<file path="src/rtl/imem_pkg.sv">
// imem_pkg: types and constants shared by the instruction-memory arbiter
// and its helpers.
//   arb_state_t : arbiter FSM state (ARB = normal priority arbitration,
//                 LOCKED = loader owns the memory port exclusively)
//   owner_t     : which requester a pending read return belongs to
//   STATS_W     : width of the optional per-requester grant counters
//                 (the counters exist only when IMEM_ARB_STATS_EN is defined)
package imem_pkg;

    typedef enum logic {
        ARB    = 1'b0,
        LOCKED = 1'b1
    } arb_state_t;

    typedef enum logic {
        OWN_FETCH = 1'b0,
        OWN_LOAD  = 1'b1
    } owner_t;

    localparam int STATS_W = 16;

endpackage

</file>
<file path="src/rtl/imem_addr_split.sv">
// imem_addr_split: splits a flat word address into the row (X) and column
// (Y) halves used by the X/Y-addressed memory macro. Both halves are
// zero-extended back to the full address width so any memory client can
// drive the macro ports directly.
// Parameters:
//   ADDR_BITS : flat address width, must be even
// Ports:
//   addr : in  flat word address
//   x    : out row    = addr[ADDR_BITS-1:ADDR_BITS/2], zero-extended
//   y    : out column = addr[ADDR_BITS/2-1:0],         zero-extended
module imem_addr_split
    import imem_pkg::*;
#(
    parameter int ADDR_BITS = 8
) (
    input  logic [ADDR_BITS-1:0] addr,
    output logic [ADDR_BITS-1:0] x,
    output logic [ADDR_BITS-1:0] y
);

    localparam int HALF = ADDR_BITS / 2;

    assign x = {{(ADDR_BITS - HALF){1'b0}}, addr[ADDR_BITS-1:HALF]};
    assign y = {{(ADDR_BITS - HALF){1'b0}}, addr[HALF-1:0]};

endmodule

</file>
<file path="src/rtl/imem_arbiter.sv">
// imem_arbiter: shares the single instruction-memory port between the fetch
// requester (read-only) and the loader/debug requester (read/write).
//
// Handshake: a requester raises req with its address/data and holds them
// until gnt is seen high; the request is accepted on the rising edge that
// closes a cycle with gnt high. Grants are combinational and at most one is
// given per cycle. Read data returns exactly one cycle after the grant with
// a single-cycle rvalid strobe; rdata is 0 whenever rvalid is 0. Loader
// writes produce no response.
//
// Optional feature: define IMEM_ARB_STATS_EN to add the saturating grant
// counters f_count / l_count. Without it those outputs do not exist and
// arbitration is identical.
//
// Ports:
//   Clock, Reset        : clock (rising edge), async active-high reset
//   f_req/f_addr        : fetch read request and word address
//   f_gnt               : fetch request accepted this cycle
//   f_rvalid/f_rdata    : fetch read return
//   l_req/l_we/l_lock   : loader request, write flag, exclusive-lock request
//   l_addr/l_wdata      : loader word address and write data
//   l_gnt               : loader request accepted this cycle
//   l_rvalid/l_rdata    : loader read return
//   WriteEnable/ReadEnable, X_addr/Y_addr, Data_in : memory macro controls
//   Data_out            : memory read data (registered inside the macro)
//   arb_state           : current FSM state, for observation
//   f_count/l_count     : grant counters (IMEM_ARB_STATS_EN only)
module imem_arbiter
    import imem_pkg::*;
#(
    parameter int ADDR_BITS    = 8,
    parameter int DATA_WIDTH   = 32,
    parameter int STARVE_LIMIT = 4
) (
    input  logic                  Clock,
    input  logic                  Reset,
    input  logic                  f_req,
    input  logic [ADDR_BITS-1:0]  f_addr,
    output logic                  f_gnt,
    output logic                  f_rvalid,
    output logic [DATA_WIDTH-1:0] f_rdata,
    input  logic                  l_req,
    input  logic                  l_we,
    input  logic                  l_lock,
    input  logic [ADDR_BITS-1:0]  l_addr,
    input  logic [DATA_WIDTH-1:0] l_wdata,
    output logic                  l_gnt,
    output logic                  l_rvalid,
    output logic [DATA_WIDTH-1:0] l_rdata,
    output logic                  WriteEnable,
    output logic                  ReadEnable,
    output logic [ADDR_BITS-1:0]  X_addr,
    output logic [ADDR_BITS-1:0]  Y_addr,
    output logic [DATA_WIDTH-1:0] Data_in,
    input  logic [DATA_WIDTH-1:0] Data_out,
    output arb_state_t            arb_state
`ifdef IMEM_ARB_STATS_EN
    ,
    output logic [STATS_W-1:0]    f_count,
    output logic [STATS_W-1:0]    l_count
`endif
);

    localparam int CNT_W = $clog2(STARVE_LIMIT + 1);
    localparam logic [CNT_W-1:0] CNT_MAX = CNT_W'(STARVE_LIMIT);

    arb_state_t           state, next_state;
    logic [CNT_W-1:0]     starve_cnt, starve_next;
    logic                 starved;
    logic                 rd_pending;
    owner_t               rd_owner;
    logic [ADDR_BITS-1:0] sel_addr;

    assign starved   = (starve_cnt == CNT_MAX);
    assign arb_state = state;

    // ------------------------------------------------------------------
    // State register
    // ------------------------------------------------------------------
    always_ff @(posedge Clock or posedge Reset) begin
        if (Reset) begin
            state      <= ARB;
            starve_cnt <= '0;
        end else begin
            state      <= next_state;
            starve_cnt <= starve_next;
        end
    end

    // ------------------------------------------------------------------
    // Grant / next-state logic. Everything is forced idle while Reset is
    // high so no strobe reaches the memory during reset.
    // ------------------------------------------------------------------
    always_comb begin
        next_state  = state;
        starve_next = starve_cnt;
        f_gnt       = 1'b0;
        l_gnt       = 1'b0;
        if (!Reset) begin
            case (state)
                ARB: begin
                    // Fetch has priority until the loader has been denied
                    // STARVE_LIMIT cycles in a row.
                    if (l_req && (starved || !f_req)) begin
                        l_gnt = 1'b1;
                    end else if (f_req) begin
                        f_gnt = 1'b1;
                    end
                    // A lock only takes hold once the loader actually wins.
                    if (l_gnt && l_lock) begin
                        next_state = LOCKED;
                    end
                    if (!l_req || l_gnt) begin
                        starve_next = '0;
                    end else if (!starved) begin
                        starve_next = starve_cnt + CNT_W'(1);
                    end
                end
                LOCKED: begin
                    l_gnt       = l_req;
                    starve_next = '0;
                    if (!l_lock) begin
                        next_state = ARB;
                    end
                end
                default: begin
                    next_state = ARB;
                end
            endcase
        end
    end

    // ------------------------------------------------------------------
    // Memory-side controls, driven by the winning request only
    // ------------------------------------------------------------------
    always_comb begin
        sel_addr = '0;
        if (l_gnt) begin
            sel_addr = l_addr;
        end else if (f_gnt) begin
            sel_addr = f_addr;
        end
    end

    assign ReadEnable  = f_gnt | (l_gnt & ~l_we);
    assign WriteEnable = l_gnt & l_we;
    assign Data_in     = WriteEnable ? l_wdata : '0;

    imem_addr_split #(
        .ADDR_BITS(ADDR_BITS)
    ) u_addr_split (
        .addr(sel_addr),
        .x   (X_addr),
        .y   (Y_addr)
    );

    // ------------------------------------------------------------------
    // Read-return tag. The async reset clears rd_pending, so a read granted
    // just as Reset rises never produces a response.
    // ------------------------------------------------------------------
    always_ff @(posedge Clock or posedge Reset) begin
        if (Reset) begin
            rd_pending <= 1'b0;
            rd_owner   <= OWN_FETCH;
        end else begin
            rd_pending <= ReadEnable;
            rd_owner   <= l_gnt ? OWN_LOAD : OWN_FETCH;
        end
    end

    assign f_rvalid = rd_pending && (rd_owner == OWN_FETCH);
    assign l_rvalid = rd_pending && (rd_owner == OWN_LOAD);
    // Gate data with rvalid so an undriven macro output never leaks out.
    assign f_rdata  = f_rvalid ? Data_out : '0;
    assign l_rdata  = l_rvalid ? Data_out : '0;

`ifdef IMEM_ARB_STATS_EN
    // ------------------------------------------------------------------
    // Saturating grant counters
    // ------------------------------------------------------------------
    always_ff @(posedge Clock or posedge Reset) begin
        if (Reset) begin
            f_count <= '0;
            l_count <= '0;
        end else begin
            if (f_gnt && (f_count != {STATS_W{1'b1}})) begin
                f_count <= f_count + STATS_W'(1);
            end
            if (l_gnt && (l_count != {STATS_W{1'b1}})) begin
                l_count <= l_count + STATS_W'(1);
            end
        end
    end
`endif

endmodule

</file>
<file path="config.mk">
export PLATFORM = sky130hd
export DESIGN_NAME = imem_arbiter
export DESIGN_NICKNAME = d
export VERILOG_FILES = /design/src/rtl/imem_pkg.sv /design/src/rtl/imem_addr_split.sv /design/src/rtl/imem_arbiter.sv
export SDC_FILE = /design/constraint.sdc
export NUM_CORES = 1
export LEC_CHECK = 0
export ABC_AREA = 0
export CAP_MARGIN = 20
export CORE_AREA = 2 2 80 82
export DETAILED_ROUTE_END_ITERATION = 10
export DIE_AREA = 0 0 82 84
export PLACE_DENSITY = 0.76
export SYNTH_ARGS = -nofsm -noshare
export SYNTH_HDL_FRONTEND = slang
export SYNTH_SLANG_ARGS = --single-unit
</file>
<file path="constraint.sdc">
create_clock -name Clock -period 2.1 [get_ports Clock]
set_input_delay 0.525 -clock Clock [delete_from_list [all_inputs] [get_ports Clock]]
set_output_delay 0.525 -clock Clock [all_outputs]
set_load 0.01 [all_outputs]
</file>
# --- Word-level counts from Yosys, hierarchy flattened ---
# Index checks and enable logic that the tools add are counted.
classes:
  add_sub_neg: 1
  n_eq_ne: 2
  reduce_logical: 9
  muxes: 21
  bitwise_logic: 7
ops:
  columns: ["op", "n"]
  rows:
  - ["$mux 32", 3]
  - ["$mux 8", 2]
  - ["$mux 1", 11]
  - ["$mux 3", 2]
  - ["$pmux 3 s2", 1]
  - ["$logic_and 1x1->1", 4]
  - ["$not 1->1", 4]
  - ["$pmux 1 s2", 2]
  - ["$add 3x1->3 const B", 1]
  - ["$eq 3x3->1 const B", 1]
  - ["$ne 3x3->1 const B", 1]
  - ["$and 1x1->1", 2]
  - ["$logic_not 1->1", 2]
  - ["$logic_or 1x1->1", 2]
  - ["$reduce_and 2->1", 1]
  - ["$or 1x1->1", 1]
word_totals:
  inputBits: 86
  regBits: 6
  output_inout_bits: 119
  word_cells: 44

# --- Depth between registers and ports, before layout ---
# Gate-level depths: netlist (run 1).
depth:
  word_depth: 10
  depth_mapped: 6
  depth_no_buf: 5

# --- By module ---
# Synthesis (run 1) repeated with hierarchy kept, for this count alone.
hier_totals:
  hier_cells: 170
  hier_area_um2: 1218.7
by_module_without_submodules:
  columns: ["module", "area_each_um2", "seq_area_each_um2", "cells_each", "instances"]
  rows:
  - ["imem_arbiter", 1094.8, 150.1, 153, 1]
  - ["imem_addr_split", 123.9, 0.0, 17, 1]

# --- Worst setup path after synthesis (run 1) ---
# No wires, ideal clock.
synth_timing:
  kind: "in2out"
  from: "in f_req"
  to: "out Data_in[22]"
  path_slack_ps: 133
  t_arrival_ps: 1442
  path_buffers: 2
  t_required_ps: 1575
  path_stages: 5
  cell_sequence: "nor2b_1 buf_6 a211oi_4 buf_6 and2_1"
synth_between:
  elab_chain_len: 10
synth_lines:
  columns: ["element", "line_no", "text"]
  rows:
  - ["start: declaration", "imem_arbiter.sv:37", "input logic f_req,"]
  - ["$logic_not 1->1", "imem_arbiter.sv:104", "if (l_req && (starved || !f_req)) begin"]
  - ["$logic_or 1x1->1", "imem_arbiter.sv:104", null]
  - ["$logic_and 1x1->1", "imem_arbiter.sv:104", null]
  - ["$mux 1", "imem_arbiter.sv:104", null]
  - ["$mux 1", "imem_arbiter.sv:100", "case (state)"]
  - ["$mux 1", "imem_arbiter.sv:99", "if (!Reset) begin"]
  - ["$pmux 1 s2", "imem_arbiter.sv:100", null]
  - ["$mux 1", "imem_arbiter.sv:99", null]
  - ["$and 1x1->1", "imem_arbiter.sv:146", "assign WriteEnable = l_gnt & l_we;"]
  - ["via WriteEnable", "imem_arbiter.sv:50", "output logic WriteEnable,"]
  - ["$mux 32", "imem_arbiter.sv:147", "assign Data_in = WriteEnable ? l_wdata : '0;"]
  - ["end: declaration", "imem_arbiter.sv:54", "output logic [DATA_WIDTH-1:0] Data_in,"]
# The timed path passes the listed nets, and every way through them passes these cells. The select of a mux whose other input is x is not followed.

# --- Final worst setup path (run 1) ---
layout_timing:
  from: "reg starve_cnt[0]"
  to: "out Data_in[10]"
layout_between:
  elab_chain_len: 10
layout_lines:
  columns: ["element", "line_no", "text"]
  rows:
  - ["start: declaration", "imem_arbiter.sv:68", "logic [CNT_W-1:0] starve_cnt, starve_next;"]
  - ["start signal: assignment", "imem_arbiter.sv:86", "starve_cnt <= starve_next;"]
  - ["$eq 3x3->1", "imem_arbiter.sv:74", "assign starved = (starve_cnt == CNT_MAX);"]
  - ["$logic_or 1x1->1", "imem_arbiter.sv:104", null]
  - ["$logic_and 1x1->1", "imem_arbiter.sv:104", null]
  - ["$mux 1", "imem_arbiter.sv:104", null]
  - ["$mux 1", "imem_arbiter.sv:100", null]
  - ["$mux 1", "imem_arbiter.sv:99", null]
  - ["$pmux 1 s2", "imem_arbiter.sv:100", null]
  - ["$mux 1", "imem_arbiter.sv:99", null]
  - ["$and 1x1->1", "imem_arbiter.sv:146", null]
  - ["$mux 32", "imem_arbiter.sv:147", null]
# Every way passes these cells. The select of a mux whose other input is x is not followed.

==> results of run 1 <==
[worst min path at each step]
stage	to
finish	starve_cnt[0]
global route	starve_cnt[0]
CTS	starve_cnt[0]
detailed placement	starve_cnt[1]
global placement	starve_cnt[1]
floorplan	arb_state
[metrics by stage]
stage / hold slack, ns / util (%)
3_3_place_gp: 0.555 / 53.7
2_1_floorplan: 0.344 / -
5_1_grt: 0.621 / 56.6
3_5_place_dp: 0.566 / 53.7
6_report: 0.600 / 56.6
4_1_cts: 0.585 / 55.5
[sequential cells by signal (all words and copies together), names as in the netlist]
register,cells
arb_state,1
rd_owner,1
rd_pending,1
starve_cnt,3
[layout make-up]
| class | count | area [µm²] |
|---|---|---|
| Timing Repair Buffer | 230 | 2170 |
| Tap cell | 77 | 96.3 |
| Clock buffer | 3 | 41.3 |
| Multi-Input combinational cell | 137 | 976 |
| Fill cell | 599 | 2650 |
| Sequential cell | 6 | 151 |
| Inverter | 4 | 15.0 |
[metal layers]
layer  part of all wire, %  up-vias  GRT usage (%)
met5                     0        -              0
met4                   1.1        0           2.88
met3                    11        8           6.17
met2                    51      120           34.2
met1                    37      891           19.7
li1                      -      968              -
[power by group through the flow]
stage	clock network [W]	registers [W]	logic, W
after floorplan	0	0.000130	0.000176
after global placement	0	0.000128	0.000525
after detailed placement	0	0.000128	0.000532
after CTS	0.000178	0.000129	0.000545
after global routing	0.000184	0.000132	0.000595
final	0.000172	0.000131	0.000556
[synth_stat cells (2+ instances only)]
| cell type | number |
|---|---|
| ha_1 | 2 |
| a22o_1 | 8 |
| nor2b_1 | 3 |
| nand3_1 | 3 |
| nand4_1 | 2 |
| inv_1 | 4 |
| clkbuf_1 | 9 |
| o22ai_1 | 2 |
| buf_4 | 8 |
| and3_1 | 33 |
| buf_6 | 4 |
| dfrtp_1 | 6 |
| and2_1 | 65 |
| nand2_1 | 2 |
[kinds of logic (layout without fill, tap and decap cells)]
family	count (synthesis)	in the layout	share of synthesized area [%]
other	1	8	0.324
flip-flops	6	6	13.0
AND/OR/NAND/NOR	112	112	59.7
adder cells (fa/ha/maj)	2	2	2.16
AO/OA/AOI/OAI	15	15	11.1
buffers and inverters	26	237	13.7
[layout by cell type, fill, tap and decap left out, types with 3 or more instances in the layout]
cell,synthesis,final
dlygate4sd2_1,0,66
buf_6,4,23
dfrtp_1,6,5
and2_4,0,17
buf_12,0,5
and3_1,33,32
inv_2,0,3
clkdlybuf4s50_1,0,83
and2_1,65,48
conb_1,1,8
buf_4,8,21
buf_2,1,24
a22o_1,8,8
clkbuf_8,0,3
clkdlybuf4s15_1,0,3
[timing repair]
item | CTS | global route
endpoints found under the setup margin | 109 | 45
setup buffers | 10 | 4
gates cloned | 4 | 1
gates resized for setup | 284 | 26
pin swaps | 21 | 6
[worst min-delay path: stages]
cell and delay (ns):
dlygate4sd2_1 0.24, buf_4 0.14, inv_1 0.08, buf_4 0.17
==> reports/metrics.cfg, run 1 <==
[place]
placed_cells=438
routabilityCongestion=0.823
numPortBuffers=196
placement.setup.worst_slack_ns=-0.856
placement.cell_area_um2=3270
place_hpwl_um=5130

[yosys]
seq_area_frac_synth_pct=13.0
synthCells=162
ys_dominant_reg_cell=dfrtp_1
syn_area_um2=1160
yosys.area.top_type_share_pct=35.1
synth_warn=0
yosys.cell_types.count=25
syn-mean-instance-area_um2=7.15
synth.area.top_cells=and2_1 (35%), and3_1 (18%), dfrtp_1 (13%)
top_cell_type_by_total_area_after_synthesis=and2_1
ys_ff_latch=6
synth_enable_flop_cells=0
ys_async_sr_fraction_pct=100

[layout]
final_area_um2=3450
finish.cell_count_without_fillers=457
drive_gt1_share_pct=29.2
num-nets-final=470
num_antenna_cells=0
area_growth_pct=198

[timing]
period_needed_ns=2.23
report.final.hold_viol_count=0
fmax_mhz=449
final.setup.worst_slack_ns=-0.128
maxSlewViolCount=0
setup-tns-final_ns=-3.32
report.final.setup_viol=42
share_of_the_cycle_needed_by_the_critical_path_after_routing_pct=106
clock_skew_ns=0.00279
unrepaired_setup_endpoints_after_global_routing=true

[setup_path]
cp.buffers_inverters=4
timing.critical_path.fanout_max=8
timing_worst_setup_path_type=flip-flop to output pin
worstRegToRegCells=7
start_kind=flip-flop
r2r_start=starve_cnt[0]
timing.critical_path.from=starve_cnt[0]
critical_path.slowest_cell=dfrtp_1
r2r_end=rd_pending
worst-endpoint-arrival_ns=1.70
worst-endpoint-required_ns=1.57
worst_path_largest_cell_delay_ns=0.38
reg2reg_setup_slack_ns=0.71
critical-path-top-cell-by-count=buf_6
critical_path.top_delay_family=buffers and inverters
cp_num_cells=8
cp_cell_sequence=inv_2 -> ha_4 -> nand2_4 -> a211oi_4 -> buf_6 -> buf_12 -> and2_4 -> buf_6
worst_setup_path_endpoint=Data_in[10]
setup.worst_path.end_class=output pin

[clock_tree]
clk_latency_ns=0.22
cts-root-buf=clkbuf_8
cts_inserted_buffers=3
numClockSinks=6
clk_pin_slew_worst_paths_ns=0.04
cts_hold_buffers=0
cts_buffer_depth=2
tritoncts_clock_tree=built
htree_num_levels=1

[routing]
drt-initial-drc-count=35
postRouteAntennaNets=0
drc=0
vias=1987
total_routed_length_um=6820
route.detailed.wl_per_inst_um=14.9
avgViaCountPerCell=4.35
dr.pass1.iters=4

[power]
worst_ir_drop_on_vdd_mv=0.221
pwr-share-clk_pct=20.0
intPower_w=0.000594
powerDensity_nw_per_um2=249
leakagePower_nw=1.97
p_sw_share_pct=30.8
power_frac_seq_pct=15.2
total_power_w=0.000859
power.net_switching_w=0.000265
power.share.combinational_pct=64.8

[die]
num_io_pins=205
fp-row-count=29
initial_utilization_pct=19.0
chipWidth_um=82
die_h_um=84
floorplan.die_area_um2=6890
coreArea_um2=6100

[job]
cap_viol_max_count=0

[global_route]
first_pass_grt_wire_length_um=9720
grtUsageTotal_pct=18.3
largest_net_degree_at_the_start_of_global_routing=34
antenna_found_initial=0
first_global_vias=1898
grt-ovfl-total=0

[outcome]
failing_checks=negative setup slack
status=finished, violations left

[worst_hold_path]
min_path_type=primary input to async pin

No activity file was read; power rests on OpenSTA's default activity.
==> inputs of run 2 (changes only) <==
--- a/config.mk
+++ b/config.mk
@@ -6,7 +6,6 @@
 export NUM_CORES = 1
 export LEC_CHECK = 0
 export ABC_AREA = 0
-export CAP_MARGIN = 20
 export CORE_AREA = 2 2 80 82
 export DETAILED_ROUTE_END_ITERATION = 10
 export DIE_AREA = 0 0 82 84
@@ -14,3 +13,4 @@
 export SYNTH_ARGS = -nofsm -noshare
 export SYNTH_HDL_FRONTEND = slang
 export SYNTH_SLANG_ARGS = --single-unit
+export TNS_END_PERCENT = 1
==> reports/metrics.cfg, run 2 (synthesis results as in run 1) <==
[die]
chipWidth_um=82  ; unchanged
floorplan.die_area_um2=6890  ; unchanged
die_h_um=84  ; unchanged
coreArea_um2=6100  ; unchanged
initial_utilization_pct=19.0  ; unchanged
num_io_pins=205  ; unchanged
fp-row-count=29  ; unchanged

[clock_tree]
htree_num_levels=1  ; unchanged
tritoncts_clock_tree=built
cts_buffer_depth=2  ; unchanged
cts_inserted_buffers=3  ; unchanged
cts-root-buf=clkbuf_8
cts_hold_buffers=0  ; unchanged
numClockSinks=6  ; unchanged
clk_latency_ns=0.22  ; about the same
clk_pin_slew_worst_paths_ns=0.04  ; about the same

[routing]
total_routed_length_um=6540  ; -4.1%
vias=1958  ; -1.5%
postRouteAntennaNets=0  ; unchanged
drc=0  ; unchanged
route.detailed.wl_per_inst_um=14.4  ; -3.3%
avgViaCountPerCell=4.32  ; -0.59%
drt-initial-drc-count=33  ; -5.7%
dr.pass1.iters=4  ; unchanged

[setup_path]
critical_path.slowest_cell=dfrtp_1
cp_cell_sequence=inv_2 -> ha_4 -> nand2_4 -> a211oi_4 -> buf_6 -> buf_12 -> and2_4 -> buf_6
timing_worst_setup_path_type=flip-flop to output pin
reg2reg_setup_slack_ns=0.71  ; about the same
setup.worst_path.end_class=output pin
r2r_start=starve_cnt[0]
timing.critical_path.fanout_max=5  ; -3
critical-path-top-cell-by-count=buf_6
worst-endpoint-arrival_ns=1.71  ; about the same
start_kind=flip-flop
worst-endpoint-required_ns=1.57  ; about the same
worst_path_largest_cell_delay_ns=0.38  ; about the same
worstRegToRegCells=7  ; unchanged
r2r_end=rd_pending

[layout]
drive_gt1_share_pct=27.7  ; -1.6 points
largest_register=starve_cnt
num_antenna_cells=0  ; unchanged
num-nets-final=466  ; -0.85%
number_of_filler_instances_in_the_final_layout=605  ; +1.0%
final_common_cell=clkdlybuf4s50_1
largest_register_ff_count=3  ; unchanged
final_cell_mix=clkdlybuf4s50_1 (84), dlygate4sd2_1 (67), and2_1 (50)
final_area_um2=3340  ; -3.2%
area_growth_pct=188

[outcome]
failing_checks=negative setup slack
status=finished, violations left

[timing]
unrepaired_setup_endpoints_after_global_routing=true
report.final.setup_viol=41  ; -2.4%
share_of_the_cycle_needed_by_the_critical_path_after_routing_pct=106  ; +0.18 points
maxSlewViolCount=0  ; unchanged
fmax_mhz=448  ; -0.17%
clock_skew_ns=0.00225  ; -0.000537 ns
report.final.hold_viol_count=0  ; unchanged
final.setup.worst_slack_ns=-0.132  ; -0.00378 ns
period_needed_ns=2.23  ; +0.00378 ns
setup-tns-final_ns=-3.45  ; -0.129 ns

[place]
numPortBuffers=196  ; unchanged
routabilityCongestion=0.823  ; unchanged
placement.cell_area_um2=3270  ; unchanged
place_hpwl_um=5130  ; unchanged

[power]
total_power_w=0.000827  ; -3.7%
pwr-share-clk_pct=20.7  ; +0.7 points
worst_ir_drop_on_vdd_mv=0.218  ; -1.6%
power.net_switching_w=0.000257  ; -2.9%
p_sw_share_pct=31.1  ; +0.27 points
power.share.combinational_pct=63.7  ; -1.1 points
intPower_w=0.000569  ; -4.1%
power_frac_seq_pct=15.6  ; +0.4 points
leakagePower_nw=1.92  ; -2.2%
powerDensity_nw_per_um2=247  ; -0.57%

[global_route]
grtUsageTotal_pct=17.6  ; -0.72 points
largest_net_degree_at_the_start_of_global_routing=34  ; unchanged
grt-ovfl-total=0  ; unchanged
first_global_vias=1834  ; -3.4%
first_pass_grt_wire_length_um=9380  ; -3.5%
antenna_found_initial=0  ; unchanged

[job]
cap_viol_max_count=0  ; unchanged

[worst_hold_path]
min_path_type=primary input to async pin

[run 2: cell count changes in the layout (fill, tap and decap cells not counted), moves of 2 or more]
cell,previous run,this run
and2_1,48,50
and2_4,17,15
buf_2,24,27
buf_6,23,19
clkdlybuf4s15_1,3,1
[run 2: through the flow]
stage	hold WS [ns]	instances	utilization, %	setup WS (ns)
after floorplan	0.344	169	-	0.133
after global placement	0.555	438	53.7	-0.827
after detailed placement	0.566	438	53.7	-0.856
after CTS	0.585	453	53.8	-0.176
after global routing	0.621	453	54.8	-0.193
final	0.600	453	54.8	-0.132
[run 2: worst max path at each step]
stage	start	to	slack (ns)	cells after the start
after floorplan	f_req	Data_in[22]	0.13	5
after global routing	starve_cnt[0]	Data_in[2]	-0.19	8
after global placement	f_req	ReadEnable	-0.83	6
final	starve_cnt[0]	Data_in[13]	-0.13	8
after CTS	starve_cnt[1]	Data_in[14]	-0.18	9
after detailed placement	f_req	ReadEnable	-0.86	6
[run 2: metal layers]
| metal | vias to the layer above | global-route usage (%) | routed length [µm] |
|---|---|---|---|
| met1 | 876 | 19.3 | 2380 |
| met3 | 6 | 5.74 | 719 |
| met5 | - | 0 | 0 |
| met4 | 0 | 2.88 | 55 |
| li1 | 960 | - | - |
| met2 | 116 | 32.6 | 3390 |
[run 2: final cells by class]
| class | instances | area (µm²) | area share [%] |
|---|---|---|---|
| tap | 77 | 96.3 | 2.88 |
| clock buffer | 3 | 41.3 | 1.24 |
| multi-input combinational | 137 | 966 | 28.9 |
| sequential | 6 | 150 | 4.49 |
| inverter | 4 | 15.0 | 0.449 |
| timing repair buffer | 226 | 2070 | 62.0 |
[run 2: power groups by stage]
stage	logic (W)	registers [W]	clock network (W)
6_report	0.000526	0.000129	0.000171
3_3_place_gp	0.000525	0.000128	0
3_5_place_dp	0.000532	0.000128	0
5_1_grt	0.000563	0.000130	0.000184
4_1_cts	0.000520	0.000128	0.000178
2_1_floorplan	0.000176	0.000130	0
[run 2: timing repair]
| item | CTS | global route |
|---|---|---|
| cloned | 3 | 0 |
| endpoints found under the setup margin | 109 | 44 |
| gates resized for setup | 268 | 29 |
| buffers inserted | 9 | 3 |
| pin swaps | 19 | 10 |
[run 2: critical path, delay by kind of cell (launching register included)]
| family | cells | cell delay, ns |
|---|---|---|
| buffers and inverters | 4 | 0.49 |
| adder cells (fa/ha/maj) | 1 | 0.15 |
| AO/OA/AOI/OAI | 1 | 0.27 |
| flip-flops | 1 | 0.38 |
| AND/OR/NAND/NOR | 2 | 0.19 |
==> inputs of run 3 (changes only) <==
--- a/config.mk
+++ b/config.mk
@@ -9,8 +9,9 @@
 export CORE_AREA = 2 2 80 82
 export DETAILED_ROUTE_END_ITERATION = 10
 export DIE_AREA = 0 0 82 84
-export PLACE_DENSITY = 0.76
+export PLACE_DENSITY = 0.77
 export SYNTH_ARGS = -nofsm -noshare
 export SYNTH_HDL_FRONTEND = slang
+export SYNTH_HIERARCHICAL = 1
 export SYNTH_SLANG_ARGS = --single-unit
 export TNS_END_PERCENT = 1
==> reports/metrics.cfg, run 3 <==
[routing]
drc=0  ; unchanged
route.detailed.wl_per_inst_um=14.2  ; -1.5%
postRouteAntennaNets=0  ; unchanged
drt-initial-drc-count=31  ; -6.1%
dr.pass1.iters=5  ; +1
total_routed_length_um=6430  ; -1.7%
vias=1938  ; -1.0%
avgViaCountPerCell=4.29  ; -0.80%

[yosys]
yosys.area.top_type_share_pct=33.4  ; -1.7 points
synth_top_family_by_area=simple AND/OR/NAND/NOR gates
xor_xnor_share_of_the_synthesized_area_pct=0  ; unchanged
synth_compound_area_share_pct=10.6  ; -0.55 points
syn_area_um2=1220  ; +5.2%
synthAdderAreaFrac_pct=2.05  ; -0.11 points
synth_simple_gate_area_share_pct=56.8  ; -2.9 points
top_cell_type_by_total_area_after_synthesis=and2_1
post-synth-top-count-cell=and2_1
ys_async_sr_fraction_pct=100  ; unchanged
synth_enable_flop_cells=0  ; unchanged
ys_ff_latch=6  ; unchanged
syn-mean-instance-area_um2=7.17  ; +0.23%
seq_area_frac_synth_pct=12.3  ; -0.64 points
synth.area.top_cells=and2_1 (33%), and3_1 (17%), dfrtp_1 (12%)
synth_top_cells_by_count=and2_1 (65), and3_1 (33), buf_4 (16), clkbuf_1 (9), a22o_1 (8)
synthCells=170  ; +4.9%
synth.area.mux_share_pct=0  ; unchanged
synth_warn=6  ; +6
yosys.cell_types.count=25  ; unchanged
ys_dominant_reg_cell=dfrtp_1

[power]
power.net_switching_w=0.000255  ; -0.71%
leakagePower_nw=1.92  ; -0.14%
power_frac_seq_pct=15.6  ; about the same
powerDensity_nw_per_um2=247  ; -0.15%
worst_ir_drop_on_vdd_mv=0.184  ; -15%
pwr-share-clk_pct=21.3  ; +0.6 points
p_sw_share_pct=31.0  ; -0.10 points
power.share.combinational_pct=63.1  ; -0.6 points
intPower_w=0.000568  ; -0.23%

[timing]
report.final.hold_viol_count=0  ; unchanged
maxSlewViolCount=0  ; unchanged
fmax_mhz=437  ; -2.4%
clock_skew_ns=0.00117  ; -0.00108 ns
share_of_the_cycle_needed_by_the_critical_path_after_routing_pct=109  ; +2.6 points
report.final.setup_viol=43  ; +4.9%
unrepaired_setup_endpoints_after_global_routing=true
period_needed_ns=2.29  ; +0.0550 ns
final.setup.worst_slack_ns=-0.187  ; -0.0550 ns
fin_worst_hold_slack_ns=0.598  ; -0.00268 ns

[setup_path]
start_kind=flip-flop
worst-endpoint-arrival_ns=1.76  ; +0.05 ns
timing_worst_setup_path_type=flip-flop to output pin
setup.worst_path.end_class=output pin
timing.critical_path.fanout_max=8  ; +3
worst-endpoint-required_ns=1.57  ; about the same

[die]
chipWidth_um=82  ; unchanged
initial_utilization_pct=20.0  ; +0.99 points
num_io_pins=205  ; unchanged
fp-row-count=29  ; unchanged
coreArea_um2=6100  ; unchanged
die_h_um=84  ; unchanged
floorplan.die_area_um2=6890  ; unchanged

[layout]
seq_area_um2=150  ; unchanged
drive_gt1_share_pct=26.1  ; -1.5 points
number_of_filler_instances_in_the_final_layout=619  ; +2.3%
multiInputGateArea_um2=943  ; -2.3%
final_cell_mix=clkdlybuf4s50_1 (84), dlygate4sd2_1 (66), and2_1 (54)
num-nets-final=465  ; -0.21%
final_common_cell=clkdlybuf4s50_1
fin_util_pct=54.7  ; -0.12 points
area_growth_pct=174
largest_register_ff_count=3  ; unchanged
num_antenna_cells=0  ; unchanged
largest_register=starve_cnt

[outcome]
status=finished, violations left
failing_checks=negative setup slack

[global_route]
grt_use_met3_pct=5.19  ; -0.54 points
global_route.peak_usage_layer=met2
grt_use_met2_pct=35.3  ; +2.7 points
globalRouteMet1Util_pct=19.2  ; -0.076 points
first_pass_grt_wire_length_um=9760  ; +4.0%
antenna_found_initial=0  ; unchanged
largest_net_degree_at_the_start_of_global_routing=34  ; unchanged
grtUsageTotal_pct=18.2  ; +0.57 points
first_global_vias=1964  ; +7.1%
grt-ovfl-total=0  ; unchanged

[place]
routabilityCongestion=0.791  ; -3.9%
place_hpwl_um=5200  ; +1.3%
numPortBuffers=196  ; unchanged

[clock_tree]
cts_hold_buffers=0  ; unchanged
cts_inserted_buffers=3  ; unchanged
cts_buffer_depth=2  ; unchanged
clk_latency_ns=0.23  ; about the same
cts-root-buf=clkbuf_8
numClockSinks=6  ; unchanged
tritoncts_clock_tree=built
htree_num_levels=1  ; unchanged
clk_pin_slew_worst_paths_ns=0.04  ; about the same

[job]
cap_viol_max_count=0  ; unchanged

[worst_hold_path]
min_path_type=primary input to async pin

[run 3: metal layers]
layer,vias to the layer above,wire (µm)
met5,-,0
met4,0,20
met3,2,803
met2,130,3410
met1,854,2190
li1,952,-
[run 3: per-stage QoR]
stage	worst slack, ns	power, W	area (µm²)	TNS [ns]	cells
2_1_floorplan	0.122	0.000320	1240	0	177
3_3_place_gp	-0.829	0.000657	3280	-37.96	437
3_5_place_dp	-0.914	0.000663	3280	-40.11	437
4_1_cts	-0.172	0.000826	3310	-4.62	452
5_1_grt	-0.271	0.000874	3330	-8.16	452
6_report	-0.187	0.000823	3330	-5.08	452
[run 3: timing repair]
action / in CTS / in global routing
pin swaps: 22 / 1
gates cloned: 3 / 0
endpoints found under the setup margin: 108 / 45
gates resized for setup: 280 / 7
endpoints found under the hold margin: 0 / 0
buffers inserted: 9 / 0
[run 3: area by class of cell]
class / instances / share of cell area, %
Sequential cell: 6 / 4.50
Multi-Input combinational cell: 137 / 28.3
Clock buffer: 3 / 1.24
Timing Repair Buffer: 225 / 62.6
Inverter: 4 / 0.450
Tap cell: 77 / 2.89
[run 3: worst paths after layout]
kind,endpoint,depth (start not counted),slack [ns],startpoint
max,Data_in[20],9,-0.19,starve_cnt[1]
min,rd_pending,4,0.60,Reset
max reg2reg,rd_pending,8,0.60,starve_cnt[1]
min reg2reg,starve_cnt[2],3,0.69,starve_cnt[2]
max in group asynchronous,starve_cnt[1],4,1.38,Reset
min in group Clock,starve_cnt[2],3,0.69,starve_cnt[2]
[run 3: worst max-delay path, stage by stage, from the launching register on]
cell and delay [ns]:
dfrtp_1 0.38, inv_2 0.08, ha_4 0.15, nand2_4 0.06, a211oi_4 0.24, buf_6 0.15, buf_6 0.12, buf_16 0.12
and2_1 0.11, buf_2 0.13
[run 3: cell families after synthesis]
family,after synthesis
other cells,1
fa+ha+maj,2
buf+inv,34
simple gates,112
compound gates,15
flops,6
[run 3: power by group through the flow]
stage | Clock, W | Sequential, W | Combinational (W)
floorplan | 0 | 0.000130 | 0.000190
global placement | 0 | 0.000128 | 0.000529
global route | 0.000182 | 0.000130 | 0.000562
detailed placement | 0 | 0.000128 | 0.000535
finish | 0.000175 | 0.000129 | 0.000519
CTS | 0.000176 | 0.000128 | 0.000522
